**src/rtl/mem_port_arbiter_pkg.sv**
```systemverilog
// Shared types and widths for the instruction/data memory port arbiter.
// Pure declarations: no latency, no backpressure.
package mem_port_arbiter_pkg;
   localparam int ADDR_W = 32;
   localparam int DATA_W = 32;
   localparam int STRB_W = DATA_W / 8;
   localparam int WDOG_W = 10;

   typedef enum logic [1:0] {IDLE, BUSY_I, BUSY_D} arb_state_t;
   typedef enum logic {GRANT_I, GRANT_D} grant_t;

   // A tie goes to the port that did not win last time.
   function automatic grant_t pick_grant(input logic req_i, input logic req_d, input grant_t last);
      if (req_i && req_d)
         return (last == GRANT_I) ? GRANT_D : GRANT_I;
      return req_d ? GRANT_D : GRANT_I;
   endfunction
endpackage

```
**src/rtl/mem_port_arbiter_if.sv**
```systemverilog
// Fetch port, data port and shared memory bus of the arbiter.
// master = arbiter side, slave = requesters plus memory side.
interface mem_port_arbiter_if;
   import mem_port_arbiter_pkg::*;

   logic              i_req;
   logic [ADDR_W-1:0] i_addr;
   logic [DATA_W-1:0] i_rdata;
   logic              i_ack;
   logic              i_err;

   logic              d_req;
   logic              d_we;
   logic [ADDR_W-1:0] d_addr;
   logic [DATA_W-1:0] d_wdata;
   logic [STRB_W-1:0] d_wstrb;
   logic [DATA_W-1:0] d_rdata;
   logic              d_ack;
   logic              d_err;

   logic              m_req;
   logic              m_we;
   logic [ADDR_W-1:0] m_addr;
   logic [DATA_W-1:0] m_wdata;
   logic [STRB_W-1:0] m_wstrb;
   logic [DATA_W-1:0] m_rdata;
   logic              m_ack;

   modport master (
      input  i_req, i_addr, d_req, d_we, d_addr, d_wdata, d_wstrb, m_rdata, m_ack,
      output i_rdata, i_ack, i_err, d_rdata, d_ack, d_err,
      output m_req, m_we, m_addr, m_wdata, m_wstrb
   );

   modport slave (
      output i_req, i_addr, d_req, d_we, d_addr, d_wdata, d_wstrb, m_rdata, m_ack,
      input  i_rdata, i_ack, i_err, d_rdata, d_ack, d_err,
      input  m_req, m_we, m_addr, m_wdata, m_wstrb
   );
endinterface

```
**src/rtl/mem_port_arbiter_watchdog.sv**
```systemverilog
// Counts busy cycles without m_ack; expired is combinational in the TIMEOUT-th such cycle.
// Clear has priority over enable.
module bus_watchdog
   import mem_port_arbiter_pkg::*;
#(
   parameter int TIMEOUT = 255
) (
   input  logic clk,
   input  logic reset,
   input  logic clear_i,
   input  logic enable_i,
   output logic expired_o
);
   logic [WDOG_W-1:0] cnt_q;

   always_ff @(posedge clk or posedge reset) begin
      if (reset)
         cnt_q <= '0;
      else if (clear_i)
         cnt_q <= '0;
      else if (enable_i)
         cnt_q <= cnt_q + WDOG_W'(1);
   end

   assign expired_o = enable_i && (cnt_q == WDOG_W'(TIMEOUT - 1));
endmodule

```
**src/rtl/mem_port_arbiter.sv**
```systemverilog
// Two-port (fetch/data) arbiter onto one registered memory bus; grant to m_req in 1 cycle,
// ack combinational with m_ack, back-to-back re-grant, watchdog abort after TIMEOUT cycles.
module mem_port_arbiter
   import mem_port_arbiter_pkg::*;
#(
   parameter int TIMEOUT = 255
) (
   input  logic                clk,
   input  logic                reset,
   mem_port_arbiter_if.master  bus
);
   arb_state_t        state_q, state_d;
   grant_t            last_q, last_d;
   logic              m_req_q;
   logic              m_we_q, m_we_d;
   logic [ADDR_W-1:0] m_addr_q, m_addr_d;
   logic [DATA_W-1:0] m_wdata_q, m_wdata_d;
   logic [STRB_W-1:0] m_wstrb_q, m_wstrb_d;

   logic              grant_vld;
   grant_t            grant_sel;
   logic              wd_en, wd_expired;
   logic              i_ack, i_err, d_ack, d_err;
   logic [DATA_W-1:0] i_rdata, d_rdata;

   assign wd_en = (state_q != IDLE) && !bus.m_ack;

   bus_watchdog #(.TIMEOUT(TIMEOUT)) u_wdog (
      .clk       (clk),
      .reset     (reset),
      .clear_i   (grant_vld),
      .enable_i  (wd_en),
      .expired_o (wd_expired)
   );

   always_comb begin
      state_d   = state_q;
      last_d    = last_q;
      m_we_d    = m_we_q;
      m_addr_d  = m_addr_q;
      m_wdata_d = m_wdata_q;
      m_wstrb_d = m_wstrb_q;
      grant_vld = 1'b0;
      grant_sel = GRANT_I;
      i_ack     = 1'b0;
      i_err     = 1'b0;
      i_rdata   = '0;
      d_ack     = 1'b0;
      d_err     = 1'b0;
      d_rdata   = '0;

      // wd_expired is masked by m_ack, so a same-cycle ack always completes cleanly.
      case (state_q)
         IDLE: begin
            if (bus.i_req || bus.d_req) begin
               grant_vld = 1'b1;
               grant_sel = pick_grant(bus.i_req, bus.d_req, last_q);
            end
         end
         BUSY_I: begin
            if (bus.m_ack || wd_expired) begin
               i_ack   = 1'b1;
               i_err   = !bus.m_ack;
               i_rdata = bus.m_ack ? bus.m_rdata : '0;
               last_d  = GRANT_I;
               state_d = IDLE;
               if (bus.d_req) begin
                  grant_vld = 1'b1;
                  grant_sel = GRANT_D;
               end
            end
         end
         BUSY_D: begin
            if (bus.m_ack || wd_expired) begin
               d_ack   = 1'b1;
               d_err   = !bus.m_ack;
               d_rdata = bus.m_ack ? bus.m_rdata : '0;
               last_d  = GRANT_D;
               state_d = IDLE;
               if (bus.i_req) begin
                  grant_vld = 1'b1;
                  grant_sel = GRANT_I;
               end
            end
         end
         default: state_d = IDLE;
      endcase

      if (grant_vld) begin
         if (grant_sel == GRANT_D) begin
            state_d   = BUSY_D;
            m_we_d    = bus.d_we;
            m_addr_d  = bus.d_addr;
            m_wdata_d = bus.d_wdata;
            m_wstrb_d = bus.d_wstrb;
         end else begin
            state_d   = BUSY_I;
            m_we_d    = 1'b0;
            m_addr_d  = bus.i_addr;
            m_wdata_d = '0;
            m_wstrb_d = '0;
         end
      end
   end

   always_ff @(posedge clk or posedge reset) begin
      if (reset) begin
         state_q   <= IDLE;
         last_q    <= GRANT_I;
         m_req_q   <= 1'b0;
         m_we_q    <= 1'b0;
         m_addr_q  <= '0;
         m_wdata_q <= '0;
         m_wstrb_q <= '0;
      end else begin
         state_q   <= state_d;
         last_q    <= last_d;
         m_req_q   <= (state_d != IDLE);
         m_we_q    <= m_we_d;
         m_addr_q  <= m_addr_d;
         m_wdata_q <= m_wdata_d;
         m_wstrb_q <= m_wstrb_d;
      end
   end

   assign bus.m_req   = m_req_q;
   assign bus.m_we    = m_we_q;
   assign bus.m_addr  = m_addr_q;
   assign bus.m_wdata = m_wdata_q;
   assign bus.m_wstrb = m_wstrb_q;
   assign bus.i_ack   = i_ack;
   assign bus.i_err   = i_err;
   assign bus.i_rdata = i_rdata;
   assign bus.d_ack   = d_ack;
   assign bus.d_err   = d_err;
   assign bus.d_rdata = d_rdata;
endmodule

```
**src/flat_wrapper.sv**
```systemverilog
// flat-port wrapper written by rule: the top's interface ports become plain ports
module mem_port_arbiter_flat import mem_port_arbiter_pkg::*;
#(
   parameter int TIMEOUT = 255
)
  (clk, reset, bus_i_req, bus_i_addr, bus_d_req, bus_d_we, bus_d_addr, bus_d_wdata, bus_d_wstrb, bus_m_rdata, bus_m_ack, bus_i_rdata, bus_i_ack, bus_i_err, bus_d_rdata, bus_d_ack, bus_d_err, bus_m_req, bus_m_we, bus_m_addr, bus_m_wdata, bus_m_wstrb);
  mem_port_arbiter_if bus_i ();
  input  logic clk;
  input  logic reset;
  input wire logic [$bits(bus_i.i_req)-1:0] bus_i_req;
  input wire logic [$bits(bus_i.i_addr)-1:0] bus_i_addr;
  input wire logic [$bits(bus_i.d_req)-1:0] bus_d_req;
  input wire logic [$bits(bus_i.d_we)-1:0] bus_d_we;
  input wire logic [$bits(bus_i.d_addr)-1:0] bus_d_addr;
  input wire logic [$bits(bus_i.d_wdata)-1:0] bus_d_wdata;
  input wire logic [$bits(bus_i.d_wstrb)-1:0] bus_d_wstrb;
  input wire logic [$bits(bus_i.m_rdata)-1:0] bus_m_rdata;
  input wire logic [$bits(bus_i.m_ack)-1:0] bus_m_ack;
  output wire logic [$bits(bus_i.i_rdata)-1:0] bus_i_rdata;
  output wire logic [$bits(bus_i.i_ack)-1:0] bus_i_ack;
  output wire logic [$bits(bus_i.i_err)-1:0] bus_i_err;
  output wire logic [$bits(bus_i.d_rdata)-1:0] bus_d_rdata;
  output wire logic [$bits(bus_i.d_ack)-1:0] bus_d_ack;
  output wire logic [$bits(bus_i.d_err)-1:0] bus_d_err;
  output wire logic [$bits(bus_i.m_req)-1:0] bus_m_req;
  output wire logic [$bits(bus_i.m_we)-1:0] bus_m_we;
  output wire logic [$bits(bus_i.m_addr)-1:0] bus_m_addr;
  output wire logic [$bits(bus_i.m_wdata)-1:0] bus_m_wdata;
  output wire logic [$bits(bus_i.m_wstrb)-1:0] bus_m_wstrb;
  assign bus_i.i_req = bus_i_req;
  assign bus_i.i_addr = bus_i_addr;
  assign bus_i.d_req = bus_d_req;
  assign bus_i.d_we = bus_d_we;
  assign bus_i.d_addr = bus_d_addr;
  assign bus_i.d_wdata = bus_d_wdata;
  assign bus_i.d_wstrb = bus_d_wstrb;
  assign bus_i.m_rdata = bus_m_rdata;
  assign bus_i.m_ack = bus_m_ack;
  assign bus_i_rdata = bus_i.i_rdata;
  assign bus_i_ack = bus_i.i_ack;
  assign bus_i_err = bus_i.i_err;
  assign bus_d_rdata = bus_i.d_rdata;
  assign bus_d_ack = bus_i.d_ack;
  assign bus_d_err = bus_i.d_err;
  assign bus_m_req = bus_i.m_req;
  assign bus_m_we = bus_i.m_we;
  assign bus_m_addr = bus_i.m_addr;
  assign bus_m_wdata = bus_i.m_wdata;
  assign bus_m_wstrb = bus_i.m_wstrb;
  mem_port_arbiter #(.TIMEOUT(TIMEOUT)) u_core (.clk(clk), .reset(reset), .bus(bus_i));
endmodule
```
**config.mk**
```make
export PLATFORM = sky130hd
export DESIGN_NAME = mem_port_arbiter_flat
export DESIGN_NICKNAME = d
export VERILOG_FILES = /design/src/rtl/mem_port_arbiter_pkg.sv /design/src/rtl/mem_port_arbiter_if.sv /design/src/rtl/mem_port_arbiter_watchdog.sv /design/src/rtl/mem_port_arbiter.sv /design/src/flat_wrapper.sv
export SDC_FILE = /design/constraint.sdc
export NUM_CORES = 1
export LEC_CHECK = 0
export ABC_AREA = 0
export CORE_UTILIZATION = 25
export DETAILED_ROUTE_END_ITERATION = 16
export PLACE_DENSITY = 0.6
export REMOVE_ABC_BUFFERS = 1
export SLEW_MARGIN = 10
export SYNTH_ARGS = -nofsm -noshare
export SYNTH_HDL_FRONTEND = slang
export SYNTH_SLANG_ARGS = --single-unit
export TNS_END_PERCENT = 50
```
**constraint.sdc**
```tcl
create_clock -name clk -period 3.35 [get_ports clk]
set_input_delay 0.67 -clock clk [delete_from_list [all_inputs] [get_ports clk]]
set_output_delay 0.67 -clock clk [all_outputs]
set_load 0.05 [all_outputs]
```
; ---- Word-level counts from Yosys, hierarchy flattened
; Index checks and enable logic that the tools add are counted.
[op_classes]
n_mux = 37
addsub = 1
n_reduce_logical = 13
n_eq_ne = 5
[op_table]
columns = cell, n
row1 = $mux 32, 6
row2 = $mux 1, 21
row3 = $mux 10, 2
row4 = $add 10x1->10 const B, 1
row5 = $eq 10x8->1 const B, 1
row6 = $reduce_bool 2->1, 4
row7 = $mux 2, 3
row8 = $mux 4, 1
row9 = $ne 2x1->1 const B, 2
row10 = $pmux 1 s2, 2
row11 = $pmux 2 s2, 1
row12 = $logic_and 1x1->1, 3
row13 = $pmux 1 s3, 1
row14 = $reduce_and 3->1, 1
row15 = $eq 2x1->1 const B, 1
row16 = $eq 2x2->1 const B, 1
row17 = $logic_not 2->1, 1
row18 = $logic_or 1x1->1, 2
row19 = $reduce_or 2->1, 1
row20 = $logic_not 1->1, 1
[totals]
regBits = 83

; ---- Logic depth before layout (Yosys ltp)
; Gate-level depths: netlist (run 1).
[logic_depth]
word_depth = 10
depth_mapped = 11
depth_no_buf = 7

; ---- Cells and area by module
; A second synthesis (run 1) with hierarchy kept.
[hier_totals]
hier_cells = 357
hier_area_um2 = 3990.1
[modules_own_cells]
columns = module, instances, cells_per_inst, area_each_um2, seq_area_each_um2
row1 = mem_port_arbiter, 1, 304, 3468.3, 1826.8
row2 = bus_watchdog, 1, 53, 521.8, 250.2

; ---- Worst setup path after synthesis (run 1)
; Ideal clock, no wire load.
[synth_path]
kind = input-to-output
from = in bus_m_ack
to = out bus_i_ack
slack_ns = 0.458
required_time_ns = 2.680
path_stages = 6
arrival_ns = 2.222
path_cell_list = buf_6 -> nor4bb_4 -> and3_1 -> buf_4 -> nor2_1 -> nor2b_1
[synth_via]
elab_chain_len = 6
[synth_rtl]
columns = element, line
row1 = "start, declared", flat_wrapper.sv:18  ; input wire logic [$bits(bus_i.m_ack)-1:0] bus_m_ack;
row2 = $logic_not 1->1, mem_port_arbiter.sv:26  ; assign wd_en = (state_q != IDLE) && !bus.m_ack;
row3 = $logic_and 1x1->1, mem_port_arbiter.sv:26
row4 = $logic_and 1x1->1, mem_port_arbiter_watchdog.sv:25  ; assign expired_o = enable_i && (cnt_q == WDOG_W'(TIMEOUT - 1));
row5 = $logic_or 1x1->1 (*), mem_port_arbiter.sv:61  ; if (bus.m_ack || wd_expired) begin
row6 = $mux 1 (*), mem_port_arbiter.sv:61
row7 = $mux 1 (*), mem_port_arbiter.sv:53  ; case (state_q)
row8 = "end, declared", flat_wrapper.sv:20  ; output wire logic [$bits(bus_i.i_ack)-1:0] bus_i_ack;
; Mark *: on every way between the ends. The rest lies on a longest branch, timed or not.

; ---- Worst setup path after layout (run 1)
; Same ends and word-level chain as after synthesis.

==> impl_metrics.csv, run 1 <==
group,metric,value,unit
logic_synthesis,synthArstFlopShare,1.00,
global_route,grt_pass1_vias,4027,
sta,worst_pin_slew,701,ps
placed_design,placed_area,7750,um^2
logic_synthesis,synth_area,4190,um^2
route,vias,3953,
logic_synthesis,synth.area.top_cells,"dfrtp_1 (50%), and3_1 (10%), a22o_1 (7.9%)",
logic_synthesis,yosys_warnings,0,
pwr,p_int,0.00382,W
global_route,grt_use_met2,0.278,
die,coreArea,16100,um^2
run_status,outcome,"completed",
layout,layout-drive-gt1-share,0.151,
cts,cts_sinks,83,
worst_setup_path,crit_chain,"clkdlybuf4s50_1 -> buf_4 -> nor2_1 -> nor2b_1 -> buf_12",
route,drc,0,
placed_design,place_hpwl,10.5,mm
worst_setup_path,path_class,"in2out",
pwr,clkPwrFrac,0.145,
logic_synthesis,ys_ff_latch,83,
sta,rsz0062_at_grt,"no",
cts,clk_latency,330,ps
worst_setup_path,critPathLaunchType,"primary input",
logic_synthesis,ys_types,37,
worst_setup_path,cp.arrival,2310,ps
logic_synthesis,ys_seq_area_frac,0.495,
cts,ctsHtreeMaxLevel,3,
logic_synthesis,syn_inst,394,
route,drtAntennaViolNets,0,
sta,setup_ws,368,ps
route,drtPass1Iterations,4,
cts,cts_buffers,9,
sta,finalCritPeriodShare,0.890,
cts,clock_path_buffers,2,
global_route,grt_pass1_wl,21.9,mm
global_route,antenna_found_initial,0,
route,drt_iter0_drc,74,
cts,root_buffer,"clkbuf_16",
layout,diodes,0,
worst_setup_path,endpoint_kind,"primary output",
sta,max_freq,335,MHz
layout,stdcell_area,8060,um^2
die,die_h,132,um
global_route,overflow,0,
route,viasPerCell,4.53,
route,routed_wl,13.8,mm
die,rows,46,
die,die_area,17300,um^2
route,wl_per_cell,15.8,um
placed_design,routabilityCongestion,0.932,
die,initial_core_util,0.260,
cts,clk_pin_slew,60,ps
sta,fin_worst_skew,6.23,ps
pwr,power_frac_comb,0.629,
sta,fin_crit,2980,ps
logic_synthesis,yosysTopAreaCell,"dfrtp_1",
cts,ctsResizeCount,0,
logic_synthesis,ys.flop_type,"dfrtp_1",
die,die_w,132,um
worst_setup_path,slowest_stage,"clkdlybuf4s50_1",
pwr,seq_power_share,0.226,
sta,slew-limit-headroom,0.532,
cts,postCtsSetupRepairBufs,0,
sta,finalMaxSlewViolations,0,
global_route,grt.met1_usage,0.189,
worst_setup_path,worstPathRequired,2680,ps
global_route,grtUsageMet3,0.0463,
placed_design,dp_slack,381,ps
pwr,power.share.switching,0.478,
pwr,finalPower,0.00731,W
worst_setup_path,crit_fanout,71,
pwr,switching_power,0.00349,W
logic_synthesis,yosysTopAreaCellShare,0.495,
layout,layout.nets,797,
sta,hold_viol_final,0,
pwr,power.density,907,nW/um^2
logic_synthesis,synth_edf_count,0,
run,max-cap-violations,0,
global_route,grt_max_degree,75,
layout,area_growth,92.3,%
worst_setup_path,max_stage_delay,550,ps
cts,cts_tree,"built",
min_path,hold_class,"reg2reg",
global_route,grt.busiest_layer,"met2",
sta,finalSetupViolCount,0,
cts,postCtsHoldBufs,0,
pwr,p_leak,3.55,nW
die,io_pins,276,
logic_synthesis,syn_avg_cell_area,10.6,um^2
pwr,ir_worst_vdd,0.436,mV
global_route,gr-usage-all-layers,0.160,
placed_design,port_buffers,275,
state kept, by name (all words and copies together) (netlist names):
signal	cells
u_core.bus.m_addr	32
u_core.bus.m_req	1
u_core.bus.m_wdata	32
u_core.bus.m_we	1
u_core.bus.m_wstrb	4
u_core.last_q	1
u_core.state_q	2
u_core.u_wdog.cnt_q	10
final cells by class:
class,count,area (um^2)
Multi-Input combinational cell,269,1840
Fill cell,1452,8050
Tap cell,216,270
Timing Repair Buffer,284,3540
Sequential cell,83,2080
Inverter,6,23.8
Clock buffer,9,225
Clock inverter,6,90.1
placed cells by master, fill, tap and decap left out, types with 2 or more instances in the layout:
| cell type | synthesis | routed |
|---|---|---|
| buf_4 | 1 | 6 |
| a22o_1 | 38 | 38 |
| bufinv_16 | 0 | 2 |
| and3_1 | 67 | 67 |
| buf_12 | 4 | 71 |
| inv_1 | 6 | 5 |
| a21oi_1 | 32 | 32 |
| clkbuf_16 | 0 | 9 |
| nand2_1 | 6 | 6 |
| clkinv_2 | 0 | 2 |
| and2_1 | 2 | 2 |
| nor2b_1 | 3 | 3 |
| o21ai_0 | 4 | 4 |
| xor2_1 | 8 | 8 |
| nor2_1 | 49 | 49 |
| nand3_1 | 2 | 2 |
| a211oi_1 | 2 | 2 |
| dfrtp_1 | 83 | 83 |
| ha_1 | 6 | 6 |
| mux2i_1 | 32 | 32 |
| nand4_1 | 4 | 4 |
| clkdlybuf4s50_1 | 0 | 207 |
layer usage:
| layer | share of wire | vias to the layer above |
|---|---|---|
| li1 | - | 1921 |
| met1 | 0.40 | 1842 |
| met2 | 0.51 | 175 |
| met3 | 0.075 | 15 |
| met4 | 0.014 | 0 |
| met5 | 0 | - |
through the flow:
step,std cells,util,hold slack [ps],setup TNS (ps)
after CTS,873,0.500,508,0
after global routing,873,0.500,525,0
after floorplan,358,-,489,-49660
after detailed placement,858,0.481,494,0
after global placement,858,0.481,490,0
final,873,0.500,505,0
final timing paths:
check | from | end | slack, ps | cells past startpoint
hold reg to reg | u_core.bus.m_wdata[22]$_DFFE_PP0P_ | u_core.bus.m_wdata[22]$_DFFE_PP0P_ | 500 | 1
hold / removal | u_core.bus.m_wdata[22]$_DFFE_PP0P_ | u_core.bus.m_wdata[22]$_DFFE_PP0P_ | 500 | 1
max in group asynchronous | reset | u_core.bus.m_wstrb[3]$_DFFE_PP0P_ | 1930 | 3
setup / recovery | bus_m_ack | bus_i_ack | 370 | 5
min in group asynchronous | reset | u_core.bus.m_addr[0]$_DFFE_PP0P_ | 750 | 2
setup reg to reg | u_core.state_q[0]$_DFF_PP0_ | u_core.bus.m_wstrb[1]$_DFFE_PP0P_ | 870 | 9
synthesized netlist by cell type, drive strengths merged, types with 2 or more instances:
cell type / number
dfrtp: 83
and3: 67
nor2: 49
a22o: 38
a21oi: 33
mux2i: 32
buf: 18
clkbuf: 18
xor2: 8
ha: 6
inv: 6
nand2: 6
nand4: 4
o21ai: 4
nor2b: 3
a211oi: 2
a31o: 2
and2: 2
nand3: 2
logic make-up after synthesis:
logic type      Yosys count  synth area share
buf+inv                  42            0.0695
simple gates            139             0.180
xor+xnor                  9            0.0188
mux                      32            0.0764
flops                    83             0.495
compound gates           83             0.142
fa+ha+maj                 6            0.0179
power by group through the flow:
stage,Combinational (W),Sequential [W],Clock [W]
6_report,0.00460,0.00165,0.00106
5_1_grt,0.00485,0.00170,0.00114
4_1_cts,0.00465,0.00165,0.00109
3_5_place_dp,0.00464,0.00166,0
3_3_place_gp,0.00458,0.00165,0
2_1_floorplan,0.00155,0.00292,0
critical path, delay by kind of cell:
kind,cells,cell delay (ps)
buffers and inverters,3,1180
and+or+nand+nor,2,450
No activity file was read; power rests on OpenSTA's default activity.
==> inputs of run 2 (changes only) <==
- PLACE_DENSITY: 0.6 -> 0.61
- SYNTH_HIERARCHICAL: unset -> 1
==> run 2 against run 1 <==
  * Worst hold slack improved by 2.6 ps
  * Cell count down 4.2%
  * Power rose by 2.0%
  * Utilization increased by 1.7 points
  * Final area decreased by 1.5%
  * Area after synthesis down 4.8%
  * Largest power group unchanged
  * Highest routed layer unchanged
==> impl_metrics.csv, run 2 <==
group,metric,value,unit
route,wl_per_cell,17.6,um
route,viasPerCell,4.65,
logic_synthesis,synth_area,3990,um^2
logic_synthesis,synth_compound_area_frac,0.202,
sta,fin_worst_skew,5.85,ps
placed_design,place_inst,820,
placed_design,port_buffers,275,
pwr,ir_worst_vdd,0.530,mV
logic_synthesis,syn_inst,357,
cts,root_buffer,"clkbuf_16",
route,drt_iter0_drc,200,
sta,finalMaxSlewViolations,0,
sta,hold_viol_final,0,
sta,slew-limit-headroom,0.500,
cts,postCtsHoldBufs,0,
logic_synthesis,synth.most_common_cell,"dfrtp_1",
logic_synthesis,synth_edf_count,0,
route,drc,0,
min_path,min_to,"u_core/bus.m_wdata[26]$_DFFE_PP0P_",
sta,finalCritPeriodShare,0.862,
worst_setup_path,rrSetupSlack,680,ps
cts,cts_tree,"built",
die,die_w,128,um
logic_synthesis,yosysTopAreaCellShare,0.521,
die,rows,45,
cts,clock_path_buffers,2,
min_path,hold_start,"u_core/bus.m_wdata[26]$_DFFE_PP0P_",
logic_synthesis,synth.mux.area_fraction,0,
min_path,hold_class,"reg2reg",
die,initial_core_util,0.260,
logic_synthesis,synth_common_cells,"dfrtp_1 (83), and3_1 (64), a22o_1 (37)",
layout,diodes,0,
worst_setup_path,worstPathRequired,2680,ps
cts,clk_pin_slew,60,ps
layout,multi_input_area,1710,um^2
sta,max_freq,346,MHz
logic_synthesis,ys_seq_area_frac,0.521,
worst_setup_path,critPathLaunchType,"primary input",
route,vias,3884,
layout,layout.nets,764,
run,max-cap-violations,0,
logic_synthesis,synth.area.top_cells,"dfrtp_1 (52%), and3_1 (10%), a22o_1 (8.1%)",
layout,layout-drive-gt1-share,0.165,
logic_synthesis,ys_types,37,
route,drtAntennaViolNets,0,
layout,regArea,2080,um^2
die,die_h,128,um
route,drtPass1Iterations,4,
logic_synthesis,synthArstFlopShare,1.00,
die,io_pins,276,
pwr,power.density,938,nW/um^2
logic_synthesis,yosysTopAreaCell,"dfrtp_1",
worst_setup_path,cp.arrival,2220,ps
die,die_area,16500,um^2
layout,layout_commonest_cell,"clkdlybuf4s50_1",
route,routed_wl,14.7,mm
layout,area_growth,99.2,%
cts,postCtsSetupRepairBufs,0,
cts,ctsResizeCount,0,
logic_synthesis,synth_xor_xnor_area_share,0.00878,
die,coreArea,15400,um^2
worst_setup_path,r2r_cells,13,
cts,cts_buffers,9,
global_route,antenna_found_initial,0,
sta,fin_crit,2890,ps
worst_setup_path,reg2reg_from,"u_core/state_q[0]$_DFF_PP0_",
logic_synthesis,syn_avg_cell_area,11.2,um^2
global_route,overflow,0,
cts,clk_latency,340,ps
global_route,grt_max_degree,71,
sta,rsz0062_at_grt,"no",
sta,worst_pin_slew,749,ps
logic_synthesis,synth_top_family_by_area,"compound AO/OA/AOI/OAI gates",
placed_design,routabilityCongestion,0.879,
worst_setup_path,crit_fanout,69,
worst_setup_path,rr_endpoint,"u_core/u_wdog/cnt_q[9]$_DFFE_PP0P_",
worst_setup_path,endpoint_kind,"primary output",
layout,final_cell_mix,"clkdlybuf4s50_1 (207), dfrtp_1 (83), buf_12 (71)",
global_route,grt_pass1_vias,4032,
logic_synthesis,ys_ff_latch,83,
logic_synthesis,yosys_warnings,6,
global_route,grt_pass1_wl,22.6,mm
logic_synthesis,ys.flop_type,"dfrtp_1",
layout,final_cells,836,
logic_synthesis,synth_fa_ha_area_frac,0.0188,
pwr,p_leak,3.53,nW
placed_design,place_hpwl,10.8,mm
sta,finalSetupViolCount,0,
min_path,hold_depth,1,
cts,ctsHtreeMaxLevel,3,
global_route,gr-usage-all-layers,0.178,
layout,post-route-util,0.517,
run_status,outcome,"completed",
logic_synthesis,synth_simple_gate_area_frac,0.196,
worst_setup_path,path_class,"in2out",
layout,nFillCells,1332,
cts,cts_sinks,83,
## run 2: metal layers
| metal | global-route usage | share of wire |
|---|---|---|
| met5 | 0 | 0 |
| met4 | 0.0422 | 0.013 |
| met3 | 0.0549 | 0.066 |
| met2 | 0.309 | 0.51 |
| met1 | 0.215 | 0.41 |
## run 2: final cells by class
cell class,count,share of cell area
Inverter,10,0.00488
Timing Repair Buffer,285,0.446
Multi-Input combinational cell,231,0.215
Clock buffer,10,0.0301
Clock inverter,6,0.00897
Sequential cell,83,0.261
Tap cell,211,0.0332
## run 2: per-stage QoR
step           hold slack [ps]  power (W)  setup WS (ps)  instance area (um^2)  TNS, ps
2_1_floorplan              502    0.00451           -741                  3810   -24250
3_3_place_gp               488    0.00639            360                  7640        0
3_5_place_dp               490    0.00646            279                  7640        0
4_1_cts                    509    0.00754            461                  7950        0
5_1_grt                    521    0.00785            268                  7950        0
6_report                   508    0.00746            463                  7950        0
## run 2: kinds of logic after synthesis
family	Yosys count
xor gates and xnor gates	4
adders and majority gates	6
and+or+nand+nor	129
buffers and inverters	43
AOI/OAI and AO/OA	92
DFF	83
## run 2: critical path, cell delays in order
cell             delay, ps
clkdlybuf4s50_1        480
buf_4                  440
nor2_1                 210
nor2b_1                240
buf_12                 170
## run 2: where the power goes
part | internal, W | total, W | switching (W)
registers | 0.00143 | 0.00166 | 0.000235
clock network | 0.000607 | 0.00103 | 0.000426
logic | 0.00186 | 0.00476 | 0.00290
## run 2: how the worst max path moves through the flow
| stage | startpoint | to | depth (start not counted) |
|---|---|---|---|
| finish | bus_m_ack | bus_i_ack | 5 |
| global placement | bus_m_ack | u_core/u_wdog/cnt_q[9]$_DFFE_PP0P_ | 12 |
| global route | bus_m_ack | bus_i_ack | 5 |
| detailed placement | bus_m_ack | u_core/u_wdog/cnt_q[9]$_DFFE_PP0P_ | 9 |
| CTS | bus_m_ack | bus_i_ack | 5 |
| floorplan | u_core/state_q[0]$_DFF_PP0_ | u_core/u_wdog/cnt_q[5]$_DFFE_PP0P_ | 12 |
==> inputs of run 3 (changes only) <==
- SKIP_LAST_GASP: unset -> 1
==> results of run 3 <==
Same layout as run 2: the final DEF is identical, and so are final timing and power.
